--- config.mk ---
export PLATFORM = sky130hd
export DESIGN_NAME = i2c_slave_burst
export DESIGN_NICKNAME = d
export VERILOG_FILES = /design/src/rtl/i2c_slave_burst.sv
export SDC_FILE = /design/constraint.sdc
export NUM_CORES = 1
export LEC_CHECK = 0
export BUFFER_PORTS_ARGS = -buffer_cell sky130_fd_sc_hd__buf_2
export CORE_MARGIN = 2
export CORE_UTILIZATION = 40
export CTS_CLUSTER_SIZE = 30
export DETAILED_ROUTE_END_ITERATION = 10
export GPL_ROUTABILITY_DRIVEN = 0
export PLACE_DENSITY_LB_ADDON = 0.2
export SYNTH_ARGS = -nofsm -noshare
export SYNTH_HDL_FRONTEND = slang
export SYNTH_SLANG_ARGS = --single-unit
--- constraint.sdc ---
create_clock -name clk -period 2.5 [get_ports clk]
set_clock_uncertainty 0.15 [all_clocks]
set_input_delay 0.25 -clock clk [delete_from_list [all_inputs] [get_ports clk]]
set_output_delay 0.25 -clock clk [all_outputs]
set_load 0.005 [all_outputs]
--- src/rtl/i2c_slave_burst.sv ---
`default_nettype none
// ============================================================================
// Module      : i2c_slave_burst
// Description : I2C target with a 1- or 2-byte register pointer, burst
//               read/write with optional pointer auto-increment, SCL/SDA
//               glitch filtering and a programmable SDA hold delay. Drives a
//               simple strobe-based register bus.
// Ports       : clk, rst        - system clock, synchronous active-high reset
//               scl_i, sda_i    - asynchronous bus pins
//               sda_o, sda_oe   - open-drain SDA drive (sda_oe=1 pulls low)
//               reg_addr        - register pointer
//               reg_wdata/reg_wr- write data and 1-clk write strobe
//               reg_rd/reg_rdata- 1-clk read strobe, data sampled next clk
//               busy, xfer_done - bus activity / end-of-transaction pulse
// Revision    : 1.0 - initial release
// ============================================================================
module i2c_slave_burst #(
    parameter logic [6:0] SLAVE_ADDR = 7'h50,
    parameter int         REG_AW     = 8,
    parameter int         FILTER_LEN = 3,
    parameter int         SDA_HOLD   = 4,
    parameter int         AUTO_INC   = 1
) (
    input  logic              clk,
    input  logic              rst,
    input  logic              scl_i,
    input  logic              sda_i,
    output logic              sda_o,
    output logic              sda_oe,
    output logic [REG_AW-1:0] reg_addr,
    output logic [7:0]        reg_wdata,
    output logic              reg_wr,
    output logic              reg_rd,
    input  logic [7:0]        reg_rdata,
    output logic              busy,
    output logic              xfer_done
);

    localparam int                c_FCW       = $clog2(FILTER_LEN + 1);
    localparam logic [c_FCW-1:0]  c_FCNT_MAX  = c_FCW'(FILTER_LEN - 1);
    localparam int                c_HCW       = $clog2(SDA_HOLD + 1);
    localparam logic [c_HCW-1:0]  c_HOLD_INIT = c_HCW'(SDA_HOLD - 1);
    localparam logic [1:0]        c_PTR_BYTES = 2'(REG_AW / 8);
    localparam logic [REG_AW-1:0] c_INC       = (AUTO_INC != 0) ? REG_AW'(1) : '0;

    localparam logic [3:0] c_IDLE      = 4'd0;
    localparam logic [3:0] c_DEV_ADDR  = 4'd1;
    localparam logic [3:0] c_DEV_ACK   = 4'd2;
    localparam logic [3:0] c_PTR       = 4'd3;
    localparam logic [3:0] c_PTR_ACK   = 4'd4;
    localparam logic [3:0] c_WDATA     = 4'd5;
    localparam logic [3:0] c_WDATA_ACK = 4'd6;
    localparam logic [3:0] c_RDATA     = 4'd7;
    localparam logic [3:0] c_RDATA_ACK = 4'd8;
    localparam logic [3:0] c_IGNORE    = 4'd9;

    // Pin conditioning: index 0 = SCL, index 1 = SDA. Accepted values reset
    // to 1 (idle bus level).
    logic [1:0]       w_pin_in;
    logic [1:0]       r_sync1, r_sync2, r_filt, r_filt_d;
    logic [c_FCW-1:0] r_fcnt [2];

    assign w_pin_in = {sda_i, scl_i};

    always_ff @(posedge clk) begin
        if (rst) begin
            r_sync1  <= 2'b11;
            r_sync2  <= 2'b11;
            r_filt   <= 2'b11;
            r_filt_d <= 2'b11;
            for (int i = 0; i < 2; i++) r_fcnt[i] <= '0;
        end else begin
            r_sync1  <= w_pin_in;
            r_sync2  <= r_sync1;
            r_filt_d <= r_filt;
            for (int i = 0; i < 2; i++) begin
                // A new level is accepted only after FILTER_LEN consecutive
                // samples that differ from the currently accepted level.
                if (r_sync2[i] == r_filt[i]) begin
                    r_fcnt[i] <= '0;
                end else if (r_fcnt[i] == c_FCNT_MAX) begin
                    r_filt[i] <= r_sync2[i];
                    r_fcnt[i] <= '0;
                end else begin
                    r_fcnt[i] <= r_fcnt[i] + 1'b1;
                end
            end
        end
    end

    logic w_scl_rise, w_scl_fall, w_start, w_stop, w_sda;
    assign w_sda      = r_filt[1];
    assign w_scl_rise = r_filt[0] & ~r_filt_d[0];
    assign w_scl_fall = ~r_filt[0] & r_filt_d[0];
    assign w_start    = ~r_filt[1] & r_filt_d[1] & r_filt[0] & r_filt_d[0];
    assign w_stop     = r_filt[1] & ~r_filt_d[1] & r_filt[0] & r_filt_d[0];

    logic [3:0]        r_state, w_state_next;
    logic [3:0]        r_bit_cnt;
    logic [7:0]        r_shift;
    logic [1:0]        r_ptr_cnt;
    logic [REG_AW-1:0] r_ptr, w_ptr_load;
    logic [7:0]        r_reg_wdata, w_rx_byte;
    logic              r_reg_wr, r_reg_rd, r_rd_pend, r_rd_lat;
    logic              r_rw, r_acked, r_busy, r_xfer_done;
    logic              r_sda_oe, r_hold_pend, w_oe_target;
    logic [c_HCW-1:0]  r_hold_cnt;
    logic              w_byte_done, w_addr_match;

    assign w_rx_byte    = {r_shift[6:0], w_sda};
    assign w_byte_done  = (r_bit_cnt == 4'd8);
    assign w_addr_match = (r_shift[7:1] == SLAVE_ADDR);

    // Pointer bytes arrive MSB first; each completed byte lands in its slot.
    if (REG_AW > 8) begin : g_ptr_multi
        always_comb begin
            w_ptr_load = r_ptr;
            if (r_ptr_cnt == 2'd0) w_ptr_load[REG_AW-1 -: 8] = w_rx_byte;
            else                   w_ptr_load[7:0]           = w_rx_byte;
        end
    end else begin : g_ptr_single
        assign w_ptr_load = w_rx_byte;
    end

    always_ff @(posedge clk) begin
        if (rst) r_state <= c_IDLE;
        else     r_state <= w_state_next;
    end

    always_comb begin
        w_state_next = r_state;
        w_oe_target  = 1'b0;
        if (w_start) begin
            w_state_next = c_DEV_ADDR;
        end else if (w_stop) begin
            w_state_next = c_IDLE;
        end else begin
            case (r_state)
                c_DEV_ADDR:  if (w_scl_fall && w_byte_done)
                                 w_state_next = w_addr_match ? c_DEV_ACK : c_IGNORE;
                c_DEV_ACK:   if (w_scl_fall) w_state_next = r_rw ? c_RDATA : c_PTR;
                c_PTR:       if (w_scl_fall && w_byte_done) w_state_next = c_PTR_ACK;
                c_PTR_ACK:   if (w_scl_fall)
                                 w_state_next = (r_ptr_cnt == c_PTR_BYTES) ? c_WDATA : c_PTR;
                c_WDATA:     if (w_scl_fall && w_byte_done) w_state_next = c_WDATA_ACK;
                c_WDATA_ACK: if (w_scl_fall) w_state_next = c_WDATA;
                c_RDATA:     if (w_scl_fall && w_byte_done) w_state_next = c_RDATA_ACK;
                // Master NACK ends the read burst right at the sampling edge.
                c_RDATA_ACK: if (w_scl_rise && w_sda) w_state_next = c_IGNORE;
                             else if (w_scl_fall)     w_state_next = c_RDATA;
                default:     ;
            endcase
        end
        // Level SDA should take once the hold delay after SCL fall expires.
        case (r_state)
            c_DEV_ACK, c_PTR_ACK, c_WDATA_ACK: w_oe_target = 1'b1;
            c_RDATA:                           w_oe_target = ~r_shift[7];
            default:                           w_oe_target = 1'b0;
        endcase
    end

    always_ff @(posedge clk) begin
        if (rst) begin
            r_bit_cnt   <= '0;
            r_shift     <= '0;
            r_ptr_cnt   <= '0;
            r_ptr       <= '0;
            r_reg_wdata <= '0;
            r_reg_wr    <= 1'b0;
            r_reg_rd    <= 1'b0;
            r_rd_pend   <= 1'b0;
            r_rd_lat    <= 1'b0;
            r_rw        <= 1'b0;
            r_acked     <= 1'b0;
            r_busy      <= 1'b0;
            r_xfer_done <= 1'b0;
            r_sda_oe    <= 1'b0;
            r_hold_pend <= 1'b0;
            r_hold_cnt  <= '0;
        end else begin
            r_reg_wr    <= 1'b0;
            r_reg_rd    <= r_rd_pend;
            r_rd_pend   <= 1'b0;
            r_rd_lat    <= r_reg_rd;
            r_xfer_done <= 1'b0;
            if (r_reg_wr) r_ptr <= r_ptr + c_INC;
            if (w_start || w_stop) begin
                r_bit_cnt   <= '0;
                r_sda_oe    <= 1'b0;
                r_hold_pend <= 1'b0;
                r_busy      <= w_start;
                if (w_stop) begin
                    r_xfer_done <= r_acked;
                    r_acked     <= 1'b0;
                end
            end else begin
                if (w_scl_rise) begin
                    case (r_state)
                        c_DEV_ADDR, c_PTR, c_WDATA: begin
                            r_shift   <= w_rx_byte;
                            r_bit_cnt <= r_bit_cnt + 4'd1;
                        end
                        c_RDATA: r_bit_cnt <= r_bit_cnt + 4'd1;
                        default: ;
                    endcase
                    if (r_state == c_PTR && r_bit_cnt == 4'd7) begin
                        r_ptr     <= w_ptr_load;
                        r_ptr_cnt <= r_ptr_cnt + 2'd1;
                    end
                    if (r_state == c_WDATA && r_bit_cnt == 4'd7) begin
                        r_reg_wdata <= w_rx_byte;
                        r_reg_wr    <= 1'b1;
                    end
                    // Read strobe is issued one clk later so that it sees the
                    // already-advanced pointer after a master ACK.
                    if (r_state == c_DEV_ACK && r_rw) r_rd_pend <= 1'b1;
                    if (r_state == c_RDATA_ACK && !w_sda) begin
                        r_ptr     <= r_ptr + c_INC;
                        r_rd_pend <= 1'b1;
                    end
                end
                if (w_scl_fall) begin
                    if (w_byte_done) r_bit_cnt <= '0;
                    if (r_state == c_DEV_ADDR && w_byte_done) begin
                        r_rw      <= r_shift[0];
                        r_ptr_cnt <= '0;
                        if (w_addr_match) r_acked <= 1'b1;
                    end
                    if (r_state == c_RDATA && !w_byte_done) r_shift <= {r_shift[6:0], 1'b0};
                    r_hold_pend <= 1'b1;
                    r_hold_cnt  <= c_HOLD_INIT;
                end else if (r_hold_pend) begin
                    if (r_hold_cnt == '0) begin
                        r_hold_pend <= 1'b0;
                        r_sda_oe    <= w_oe_target;
                    end else begin
                        r_hold_cnt <= r_hold_cnt - 1'b1;
                    end
                end
            end
            if (r_rd_lat) r_shift <= reg_rdata;
        end
    end

    assign sda_o     = 1'b0;
    assign sda_oe    = r_sda_oe;
    assign reg_addr  = r_ptr;
    assign reg_wdata = r_reg_wdata;
    assign reg_wr    = r_reg_wr;
    assign reg_rd    = r_reg_rd;
    assign busy      = r_busy;
    assign xfer_done = r_xfer_done;

endmodule
`default_nettype wire

==> impl_metrics.py <==
metrics = {
    "synthesis": {
        "yosysTopAreaCellShare_pct": 35.3,
        "ys_warn_count": 0,
        "ys_async_sr_fraction_pct": 0,
        "synth_edf_count": 4,
        "synth_common_cells": "dfxtp_1, nor2_1, nand2_1",
        "synthTopCellsByArea": "dfxtp_1, nor2_1, edfxtp_1",
        "syn_inst": 359,
        "syn_area_um2": 3120,
        "synth_flop_cell": "dfxtp_1",
        "seq_area_frac_synth_pct": 39.2,
        "ys_ff_latch": 59,
        "synth_largest_area_cell": "dfxtp_1",
        "synth_most_common_cell": "dfxtp_1",
        "avgSynthCellArea_um2": 8.69,
        "ys_types": 66,
    },
    "worst_setup_path": {
        "path_buf_inv": 0,
        "max_stage_delay_ps": 520,
        "crit_slowest_cell": "o21ai_2",
        "worstPathRequired_ps": 2570,
        "cp_top_family": "compound AO/OA/AOI/OAI gates",
        "path_class": "reg -> reg",
        "cp-start-kind": "flop",
        "crit_chain": "nand2b_1, a21oi_1, o21ai_2, nor3_1, a2111oi_1",
        "endpoint_kind": "flop",
        "crit_fanout": 14,
        "cp.arrival_ps": 2230,
    },
    "cts": {
        "cts_root_buf": "clkbuf_8",
        "cts_buffer_depth": 2,
        "cts_max_level": 3,
        "clk_pin_slew_ps": 70,
        "cts_tree": "yes",
        "cts_buffers": 9,
        "cts_resized": 0,
        "clock_latency_ps": 340,
        "clock_sinks": 59,
    },
    "sta": {
        "fin_crit_ps": 2160,
        "rsz0062_at_grt": "false",
        "slew_viol_final": 0,
        "finalHoldViolCount": 0,
        "max_freq_ghz": 0.463,
        "worst_slew_pin_slew_ps": 679,
        "relSlewSlack_pct": 54.7,
        "min_period_over_period_pct": 86.4,
        "hold_ws_ps": 16.0,
        "setup_slack_ps": 341,
        "setup_tns_ps": 0,
        "setup_viol": 0,
    },
    "status": {
        "status": "finished, final reports clean",
    },
    "pwr": {
        "combPwrFrac_pct": 7.2,
        "p_sw_share_pct": 22.5,
        "power.share.sequential_pct": 46.6,
        "clockPowerShare_pct": 46.2,
        "power.density_nw_per_um2": 586,
        "total_power_mw": 2.13,
        "power.leakage_nw": 1.37,
        "peakVddDrop_uv": 387,
        "switching_power_mw": 0.481,
        "cell_internal_pwr_mw": 1.65,
    },
    "die": {
        "dieWidth_um": 92.3,
        "die_area_um2": 8520,
        "rows": 32,
        "core_um2": 7650,
        "dieHeight_um": 92.3,
        "initial_core_util_pct": 40.8,
        "ios": 34,
    },
    "global_route": {
        "grt_usage_pct": 17.6,
        "grt-ovfl-total": 0,
        "grt_pass1_vias": 2513,
        "grt_max_degree": 24,
        "antenna_found_initial": 0,
        "grt_pass1_wl_um": 11900,
    },
    "cells_and_area": {
        "multi_input_area_um2": 1740,
        "final.fill_count": 757,
        "drive_gt1_share_pct": 20.3,
        "area_delta_synth_final_pct": 16.9,
        "nets": 418,
        "diodes": 0,
        "seqCellArea_um2": 1220,
        "design_area_um2": 3640,
    },
    "placement": {
        "placed_area_um2": 3400,
        "port_buffers": 32,
        "hpwl_um": 5150,
        "preCtsSetupSlack_ps": 370,
    },
    "min_path": {
        "holdCritPathClass": "in -> reg",
    },
    "route": {
        "wl_per_cell_um": 14.1,
        "remaining_drc_errors": 0,
        "route.vias.total": 2629,
        "drt_iter0_markers": 134,
        "postRouteAntennaNets": 0,
        "first_pass_iters": 4,
        "wl_um": 7110,
        "post_drt_via_cell_ratio": 5.21,
    },
    "job": {
        "cap_violations": 0,
    },
}
[timing repair]
action	in CTS	in global routing
setup endpoints to repair	0	0
hold buffers	2	0
endpoints found under the hold margin	2	0
buffers inserted	0	0
[power by group through the flow]
stage / combinational, mW / clock, mW / sequential, mW
after floorplan: 0.112 / 0 / 1.01
after global placement: 0.150 / 0 / 1.02
after detailed placement: 0.152 / 0 / 1.02
after CTS: 0.155 / 1.01 / 0.995
after global routing: 0.171 / 1.06 / 0.999
final: 0.153 / 0.987 / 0.995
[area by class of cell]
cell class / instances / area share (%)
repair buffers: 47 / 7.62
inverters: 12 / 1.27
well taps: 102 / 3.50
clock inverters: 4 / 1.99
clock buffers: 12 / 4.26
multi-input cells: 269 / 47.8
flip-flops and latches: 59 / 33.5
[layout by cell type, fill, tap and decap left out, types with 4 or more instances in the layout]
| cell type | netlist | routed |
|---|---|---|
| a2111oi_1 | 4 | 4 |
| a21oi_1 | 15 | 15 |
| and3_1 | 4 | 4 |
| buf_2 | 8 | 32 |
| buf_4 | 5 | 13 |
| clkbuf_8 | 0 | 11 |
| conb_1 | 2 | 5 |
| dfxtp_1 | 55 | 55 |
| edfxtp_1 | 4 | 4 |
| ha_1 | 8 | 8 |
| inv_1 | 11 | 11 |
| mux2i_1 | 11 | 11 |
| nand2_1 | 26 | 26 |
| nand2b_1 | 6 | 6 |
| nand3_1 | 4 | 4 |
| nor2_1 | 51 | 51 |
| nor2b_1 | 14 | 14 |
| nor3_1 | 14 | 14 |
| nor3b_1 | 5 | 5 |
| o21ai_0 | 9 | 9 |
| o22ai_1 | 6 | 6 |
| or2_2 | 7 | 7 |
| or3_1 | 6 | 6 |
| xnor2_1 | 12 | 12 |
| xor2_1 | 6 | 6 |
[final timing paths]
kind	from	to	slack [ps]	cells past startpoint
setup / recovery	r_filt_d[0]	r_shift[1]	340	5
hold / removal	reg_rdata[7]	r_shift[7]	20	3
setup reg to reg	r_filt_d[0]	r_shift[1]	340	5
hold reg to reg	r_sync1[0]	r_sync2[0]	260	1
[registers in the layout, summed over array words and instances, names as in the netlist]
signal,count
reg_addr,8
r_state,4
r_hold_pend,1
xfer_done,1
r_rd_lat,1
r_rw,1
r_rd_pend,1
reg_wr,1
r_sync1,2
busy,1
r_filt,2
r_ptr_cnt,2
r_sync2,2
r_filt_d,2
r_hold_cnt,3
r_acked,1
r_fcnt,4
reg_rd,1
r_bit_cnt,4
sda_oe,1
reg_wdata,8
r_shift,8
[metrics by stage]
step           utilization (%)  cells
2_1_floorplan                -    362
3_3_place_gp              44.4    487
3_5_place_dp              44.4    487
4_1_cts                   47.6    505
5_1_grt                   47.6    505
6_report                  47.6    505
[layer usage]
metal  up-vias  global-route usage (%)  part of all wire (%)
li1       1347                       -                     -
met1      1228                    24.7                    49
met2        46                    26.7                    46
met3         8                    3.34                   3.4
met4         0                    7.46                   1.3
met5         -                       0                     0
[logic make-up after synthesis]
| group | count (synthesis) | synth area share (%) |
|---|---|---|
| AOI/OAI and AO/OA | 65 | 15.4 |
| xor gates and xnor gates | 18 | 5.06 |
| adders and majority gates | 8 | 3.21 |
| buffers and inverters | 34 | 5.30 |
| DFF | 59 | 39.2 |
| muxes | 11 | 3.53 |
| other | 2 | 0.241 |
| and+or+nand+nor | 162 | 28.1 |
[tightest hold or removal path: stages]
cell and delay [ps]:
buf_2 90, inv_1 50, a2111oi_1 60
(Power assumes the default switching activity.)
